**src/rtl/alu_seq_pkg.sv**
```systemverilog
// Shared types for the arithmetic-unit command sequencer.
// FSM state encoding, function codes and a divide-by-zero helper.
package alu_seq_pkg;

  typedef enum logic [1:0] {
    IDLE  = 2'd0,
    ISSUE = 2'd1,
    WAIT  = 2'd2,
    RESP  = 2'd3
  } state_e;

  localparam logic [1:0] FUN_ADD = 2'b00;
  localparam logic [1:0] FUN_SUB = 2'b01;
  localparam logic [1:0] FUN_MUL = 2'b10;
  localparam logic [1:0] FUN_DIV = 2'b11;

  function automatic logic is_div_zero(
    input logic [1:0] fun,
    input logic       b_zero
  );
    return (fun == FUN_DIV) && b_zero;
  endfunction

endpackage

```
**src/rtl/alu_seq_timer.sv**
```systemverilog
// WAIT-state timeout counter: clear/increment with terminal count.
// tc_o is high once TIMEOUT_CYC-1 increments have accumulated.
module alu_seq_timer #(
  parameter int TIMEOUT_CYC = 8,
  parameter int CNT_W       = $clog2(TIMEOUT_CYC + 1)
) (
  input  logic clk_i,
  input  logic rst_ni,
  input  logic clr_i,
  input  logic inc_i,
  output logic tc_o
);

  logic [CNT_W-1:0] cnt_q;
  logic [CNT_W-1:0] cnt_d;

  always_comb begin
    cnt_d = cnt_q;
    if (clr_i) begin
      cnt_d = '0;
    end else if (inc_i) begin
      cnt_d = cnt_q + CNT_W'(1);
    end
  end

  always_ff @(posedge clk_i) begin
    if (!rst_ni) begin
      cnt_q <= '0;
    end else begin
      cnt_q <= cnt_d;
    end
  end

  assign tc_o = (cnt_q == CNT_W'(TIMEOUT_CYC - 1));

endmodule

```
**src/rtl/alu_cmd_sequencer.sv**
```systemverilog
// Single-op command front-end for the registered arithmetic unit.
// Optional ALU_DIVZERO_CHK_EN: short-circuit div-by-zero to an error response.
module alu_cmd_sequencer
  import alu_seq_pkg::*;
#(
  parameter int Width       = 16,
  parameter int TIMEOUT_CYC = 8
) (
  input  logic             CLK,
  input  logic             RST,
  input  logic             cmd_valid,
  output logic             cmd_ready,
  input  logic [Width-1:0] cmd_a,
  input  logic [Width-1:0] cmd_b,
  input  logic [1:0]       cmd_fun,
  output logic [Width-1:0] ALU_A,
  output logic [Width-1:0] ALU_B,
  output logic [1:0]       ALU_FUN,
  output logic             Arith_Enable,
  input  logic [Width-1:0] Arith_OUT,
  input  logic             Carry_OUT,
  input  logic             Arith_Flag,
  output logic             rsp_valid,
  input  logic             rsp_ready,
  output logic [Width-1:0] rsp_data,
  output logic             rsp_carry,
  output logic             rsp_err,
  output logic             busy
);

  localparam int CNT_W = $clog2(TIMEOUT_CYC + 1);

  state_e           state_q;
  logic [Width-1:0] alu_a_q;
  logic [Width-1:0] alu_b_q;
  logic [1:0]       alu_fun_q;
  logic             en_q;
  logic             cmd_ready_q;
  logic             busy_q;
  logic             rsp_valid_q;
  logic [Width-1:0] rsp_data_q;
  logic             rsp_carry_q;
  logic             rsp_err_q;
  logic             tmo_tc;
  logic             divz;

`ifdef ALU_DIVZERO_CHK_EN
  assign divz = is_div_zero(cmd_fun, cmd_b == '0);
`else
  assign divz = 1'b0;
`endif

  alu_seq_timer #(
    .TIMEOUT_CYC(TIMEOUT_CYC),
    .CNT_W      (CNT_W)
  ) u_timer (
    .clk_i (CLK),
    .rst_ni(RST),
    .clr_i (state_q != WAIT),
    .inc_i (state_q == WAIT && !Arith_Flag),
    .tc_o  (tmo_tc)
  );

  always_ff @(posedge CLK) begin
    if (!RST) begin
      state_q     <= IDLE;
      alu_a_q     <= '0;
      alu_b_q     <= '0;
      alu_fun_q   <= '0;
      en_q        <= 1'b0;
      cmd_ready_q <= 1'b1;
      busy_q      <= 1'b0;
      rsp_valid_q <= 1'b0;
      rsp_data_q  <= '0;
      rsp_carry_q <= 1'b0;
      rsp_err_q   <= 1'b0;
    end else begin
      unique case (state_q)
        IDLE: begin
          if (cmd_valid) begin
            alu_a_q     <= cmd_a;
            alu_b_q     <= cmd_b;
            alu_fun_q   <= cmd_fun;
            cmd_ready_q <= 1'b0;
            busy_q      <= 1'b1;
            if (divz) begin
              state_q     <= RESP;
              rsp_valid_q <= 1'b1;
              rsp_data_q  <= '0;
              rsp_carry_q <= 1'b0;
              rsp_err_q   <= 1'b1;
            end else begin
              state_q <= ISSUE;
            end
          end
        end
        ISSUE: begin
          // enable stays up through WAIT so the unit's outputs hold
          state_q <= WAIT;
          en_q    <= 1'b1;
        end
        WAIT: begin
          if (Arith_Flag) begin
            state_q     <= RESP;
            en_q        <= 1'b0;
            rsp_valid_q <= 1'b1;
            rsp_data_q  <= Arith_OUT;
            rsp_carry_q <= Carry_OUT & (alu_fun_q == FUN_ADD);
            rsp_err_q   <= 1'b0;
          end else if (tmo_tc) begin
            state_q     <= RESP;
            en_q        <= 1'b0;
            rsp_valid_q <= 1'b1;
            rsp_data_q  <= '0;
            rsp_carry_q <= 1'b0;
            rsp_err_q   <= 1'b1;
          end
        end
        RESP: begin
          if (rsp_ready) begin
            state_q     <= IDLE;
            rsp_valid_q <= 1'b0;
            cmd_ready_q <= 1'b1;
            busy_q      <= 1'b0;
          end
        end
        default: state_q <= IDLE;
      endcase
    end
  end

  assign ALU_A        = alu_a_q;
  assign ALU_B        = alu_b_q;
  assign ALU_FUN      = alu_fun_q;
  assign Arith_Enable = en_q;
  assign cmd_ready    = cmd_ready_q;
  assign busy         = busy_q;
  assign rsp_valid    = rsp_valid_q;
  assign rsp_data     = rsp_data_q;
  assign rsp_carry    = rsp_carry_q;
  assign rsp_err      = rsp_err_q;

endmodule
```
**config.mk**
```make
export PLATFORM = sky130hd
export DESIGN_NAME = alu_cmd_sequencer
export DESIGN_NICKNAME = d
export VERILOG_FILES = /design/src/rtl/alu_seq_pkg.sv /design/src/rtl/alu_seq_timer.sv /design/src/rtl/alu_cmd_sequencer.sv
export SDC_FILE = /design/constraint.sdc
export NUM_CORES = 1
export LEC_CHECK = 0
export CAP_MARGIN = 20
export CORE_ASPECT_RATIO = 0.6
export CORE_MARGIN = 4
export CORE_UTILIZATION = 40
export DETAILED_ROUTE_END_ITERATION = 16
export PLACE_DENSITY = 0.86
export SYNTH_ARGS = -nofsm -noshare
export SYNTH_HDL_FRONTEND = slang
export SYNTH_HIERARCHICAL = 1
export SYNTH_SLANG_ARGS = --single-unit
```
**constraint.sdc**
```tcl
create_clock -name CLK -period 2.2 [get_ports CLK]
set_input_delay 0.44 -clock CLK [delete_from_list [all_inputs] [get_ports CLK]]
set_output_delay 0.44 -clock CLK [all_outputs]
set_load 0.05 [all_outputs]
```
# ---- Word-level counts from Yosys, hierarchy flattened
# Index checks and enable logic that the tools add are counted.
dict set report op_classes {
  bitwise_logic 2
  reduce_logical 15
  n_mux 21
  n_addsub 1
  eq_ne 8
}
# cell count
set ops {}
lappend ops {{16-bit 2-to-1 mux} 2}
lappend ops {{1-bit 2-to-1 mux} 10}
lappend ops {{3-bit AND reduction} 3}
lappend ops {{2-bit 2-to-1 mux} 4}
lappend ops {{1-bit one-hot mux with 2 select lines} 4}
lappend ops {{2-bit one-hot mux with 4 select lines} 1}
lappend ops {{2-bit nonzero test} 4}
lappend ops {{2-bit != test, second input constant} 3}
lappend ops {{2-bit AND reduction} 3}
lappend ops {{4-bit by 1-bit adder with 4-bit output, second input constant} 1}
lappend ops {{2-bit equality test, second input constant} 2}
lappend ops {{4-bit by 3-bit equality test with 1-bit output, second input constant} 1}
lappend ops {{2-bit logical NOT} 2}
lappend ops {{3-bit != test, second input constant} 1}
lappend ops {{2-bit by 1-bit equality test with 1-bit output, second input constant} 1}
lappend ops {{2-bit OR reduction} 1}
lappend ops {{1-bit AND} 1}
lappend ops {{1-bit logical AND} 1}
lappend ops {{1-bit logical NOT} 1}
lappend ops {{1-bit NOT} 1}
dict set report totals {
  ff_bits 62
  output_inout_bits 56
}

# ---- Longest topological paths before layout
dict set report logic_depth {
  word_depth 4
  mapped_depth 8
  depth_no_buf 6
}

# ---- Hierarchy
# The synthesis kept the hierarchy.
# module instances area_each_um2 cells_per_inst
set modules_own_cells {}
lappend modules_own_cells {alu_cmd_sequencer 1 2119.5 238}
lappend modules_own_cells {alu_seq_timer 1 191.4 18}

# ---- Worst setup path before layout
# OpenSTA, ideal clock, no wires.
dict set report synth_timing {
  path_kind {flip-flop to flip-flop}
  from {register state_q[0]}
  to {register rsp_data_q[5], in the netlist rsp_data[5]}
  path_stages_with_launch 8
  slack_ns 0.691
  path_buffers 3
  t_arrival_ns 1.392
  synth_period_minus_slack_ns 1.509
  path_cell_list {dfxtp_1 inv_1 ha_1 buf_4 and3_1 buf_2 buf_4 a22o_1}
}
dict set report synth_via {
  elab_chain_len 2
}
# item line_no
set synth_lines {}
lappend synth_lines {{start, declared} alu_cmd_sequencer.sv:33} ;# state_e state_q;
lappend synth_lines {{start signal, assigned} alu_cmd_sequencer.sv:66} ;# state_q <= IDLE;
lappend synth_lines {{start signal, assigned} alu_cmd_sequencer.sv:87} ;# state_q <= RESP;
lappend synth_lines {{start signal, assigned} alu_cmd_sequencer.sv:93} ;# state_q <= ISSUE;
lappend synth_lines {{2-bit equality test} alu_cmd_sequencer.sv:78} ;# unique case (state_q)
lappend synth_lines {{2-bit AND reduction (no line)} --}
lappend synth_lines {{end signal, assigned} alu_cmd_sequencer.sv:107} ;# rsp_data_q <= Arith_OUT;
lappend synth_lines {{end, declared} alu_cmd_sequencer.sv:41} ;# logic [Width-1:0] rsp_data_q;
# Every way passes these cells.
# A chain may end at the register's enable or synchronous reset.

# ---- Worst setup path after layout
dict set report layout_timing {
  from {register alu_fun_q[1], in the netlist ALU_FUN[1]}
  to {output port ALU_FUN[1]}
}
# item line_no
set layout_lines {}
lappend layout_lines {{start, declared} alu_cmd_sequencer.sv:36} ;# logic [1:0] alu_fun_q;
lappend layout_lines {{start signal, assigned} alu_cmd_sequencer.sv:83} ;# alu_fun_q <= cmd_fun;
lappend layout_lines {{end, declared} alu_cmd_sequencer.sv:18} ;# output logic [1:0] ALU_FUN,
# No word-level cell between the ends.

==> flow_summary.yaml <==
power:
  ir_drop_mv: 0.641
  power_leakage_nw: 1.39
  p_per_area_nw_per_um2: 1120
routing:
  ant_nets: 0
  drc_errors: 0
  wire_per_inst_um: 13.5
  dr.pass1.iters: 4
  avgViaCountPerCell: 4.60
  drt_iter0_markers: 59
  via_count: 2081
  totalWireLength_um: 6090
clocking:
  clkLatencyLatePin_ps: 340
  cts_tree: "yes"
  cts_root_buf: "clkbuf_8"
  clk_pin_slew_ps: 70
  cts_made_buffers: 9
  clock-sinks: 62
  postCtsSetupBuffers: 0
  htree_levels: 3
  clock_path_buffers: 2
  ctsHoldBuffers: 0
  cts_resized: 0
sta:
  whs_ps: 453
  period_share: 0.896
  min_period_ps: 1970
  slew_headroom: 0.624
  rsz0062_at_grt: "no"
  worst_pin_slew_ps: 565
  finalWorstSetupSlack_ps: 229
  setup-tns-final_ps: 0
  drv_slew: 0
  setup_violations: 0
  fmax_mhz: 507
  skew_ps: 10.6
  hold_violations: 0
floorplanning:
  die_w_um: 106
  start_util: 0.413
  die_area_um2: 7100
  die_y_um: 66.9
  io-pin-count: 112
  num_rows: 21
  core_um2: 5600
logic_synthesis:
  ys.warnings.count: 6
  synth.area.top_cells: "dfxtp_1 (54%), nand2_1 (12%), a21oi_1 (8.2%)"
  synth.most_common_cell: "nand2_1"
  yosysTopAreaCellShare: 0.537
  ys_seq_area_frac: 0.537
  async_reset_ff_frac: 0
  synth_top_cell_by_area: "dfxtp_1"
  syn_inst: 256
  synthTopCellsByCount: "nand2_1 (75), dfxtp_1 (62), a21oi_1 (38)"
  ys.flop_type: "dfxtp_1"
  synth-edff-count: 0
  syn_area_um2: 2310
  synth-seq-cells: 62
  synth_cell_type_count: 31
  syn_nets: 318
  synth.avg_cell_area_um2: 9.03
place:
  gp_congestion: 0.791
  hpwl_um: 4460
  io_buffers: 111
  dpl_worst_slack_ps: 323
  dp.cells: 436
cells_and_area:
  drive_gt1_frac: 0.0672
  area_delta_synth_final_pct: 57.5
  final_nets: 429
  diodes: 0
  layoutNonFillerInstCount: 452
  fin_util: 0.650
worst_setup_path:
  crit_family: "buffers and inverters"
  crit_fanout: 3
  critPathKind: "reg -> out"
  start_kind: "flip-flop"
  slowest_stage: "clkdlybuf4s50_1"
  required_ps: 1760
  path_cells: "clkdlybuf4s50_1"
  cpPeakStageDelay_ps: 830
  crit_path_end_kind: "output port"
  worst-path-buf-inv: 1
  crit_arrival_ps: 1530
global_routing:
  grt.overflow.total: 0
  grt.total_usage: 0.180
  grt_start_max_net_pins: 35
  grt_antenna_before_repair: 0
  grt_pass1_vias: 2033
  grt_pass1_wl_um: 9750
flow_run:
  drv_cap: 0
min_path:
  hp-class: "reg -> reg"
run_status:
  status: "finished, final reports clean"
-- power by group --
| part | internal, mW | switching [mW] |
|---|---|---|
| Clock | 0.434 | 0.425 |
| Combinational | 0.635 | 1.15 |
| Sequential | 1.33 | 0.118 |
| Total | 2.40 | 1.69 |
-- stage by stage --
stage,power [mW],cell area (µm²)
2_1_floorplan,2.68,2310
3_3_place_gp,3.23,3470
3_5_place_dp,3.26,3470
4_1_cts,4.14,3640
5_1_grt,4.34,3640
6_report,4.09,3640
-- final cells by class --
cell class / instances / area [µm²]
Fill cell: 487 / 1960
Tap cell: 80 / 100
Clock inverter: 4 / 22.5
Timing Repair Buffer: 117 / 1160
Inverter: 5 / 18.8
Clock buffer: 12 / 145
Sequential cell: 62 / 1240
Multi-Input combinational cell: 172 / 956
-- final timing paths --
| check | from | endpoint | slack (ps) | cells after the start |
|---|---|---|---|---|
| min reg2reg | ALU_A[4] | ALU_A[4] | 450 | 2 |
| max | ALU_FUN[1] | ALU_FUN[1] | 230 | 1 |
| max reg2reg | state_q[0] | u_timer/cnt_q[3] | 440 | 6 |
| min | ALU_A[4] | ALU_A[4] | 450 | 2 |
-- sequential cells by signal (all words and copies together), names as in the netlist --
name / cells
busy: 1
rsp_err: 1
ALU_A: 16
rsp_data: 16
u_timer/cnt_q: 4
ALU_FUN: 2
cmd_ready: 1
state_q: 2
ALU_B: 16
Arith_Enable: 1
rsp_valid: 1
rsp_carry: 1
-- kinds of logic (layout without fill, tap and decap cells) --
group                      count (synthesis)  in the layout  share of synthesized area
and+or+nand+nor                           98             98                      0.181
DFF                                       62             62                      0.537
AOI/OAI and AO/OA                         61             61                      0.170
buffers and inverters                     22            138                     0.0493
adders and majority gates                  6              6                     0.0325
muxes                                      6              6                     0.0260
xor gates and xnor gates                   1              1                    0.00379
-- layer usage --
| metal | vias up | part of all wire | global-route usage |
|---|---|---|---|
| met2 | 84 | 0.43 | 0.277 |
| met5 | - | 0 | 0 |
| met4 | 0 | 0.0051 | 0.0436 |
| met3 | 6 | 0.12 | 0.127 |
| met1 | 914 | 0.44 | 0.204 |
| li1 | 1077 | - | - |
-- layout by cell type, fill, tap and decap left out, types with 3 or more instances in the layout --
cell type / synthesis / final
ha_1: 6 / 6
clkbuf_8: 0 / 10
dfxtp_1: 62 / 62
nor2b_1: 3 / 3
buf_4: 2 / 6
a22o_1: 16 / 16
mux2i_1: 6 / 6
clkinv_2: 0 / 3
inv_1: 5 / 5
nor2_1: 7 / 7
nand2_1: 75 / 75
clkdlybuf4s50_1: 0 / 111
a21oi_1: 38 / 38
Power figures use the tool's default switching activity.
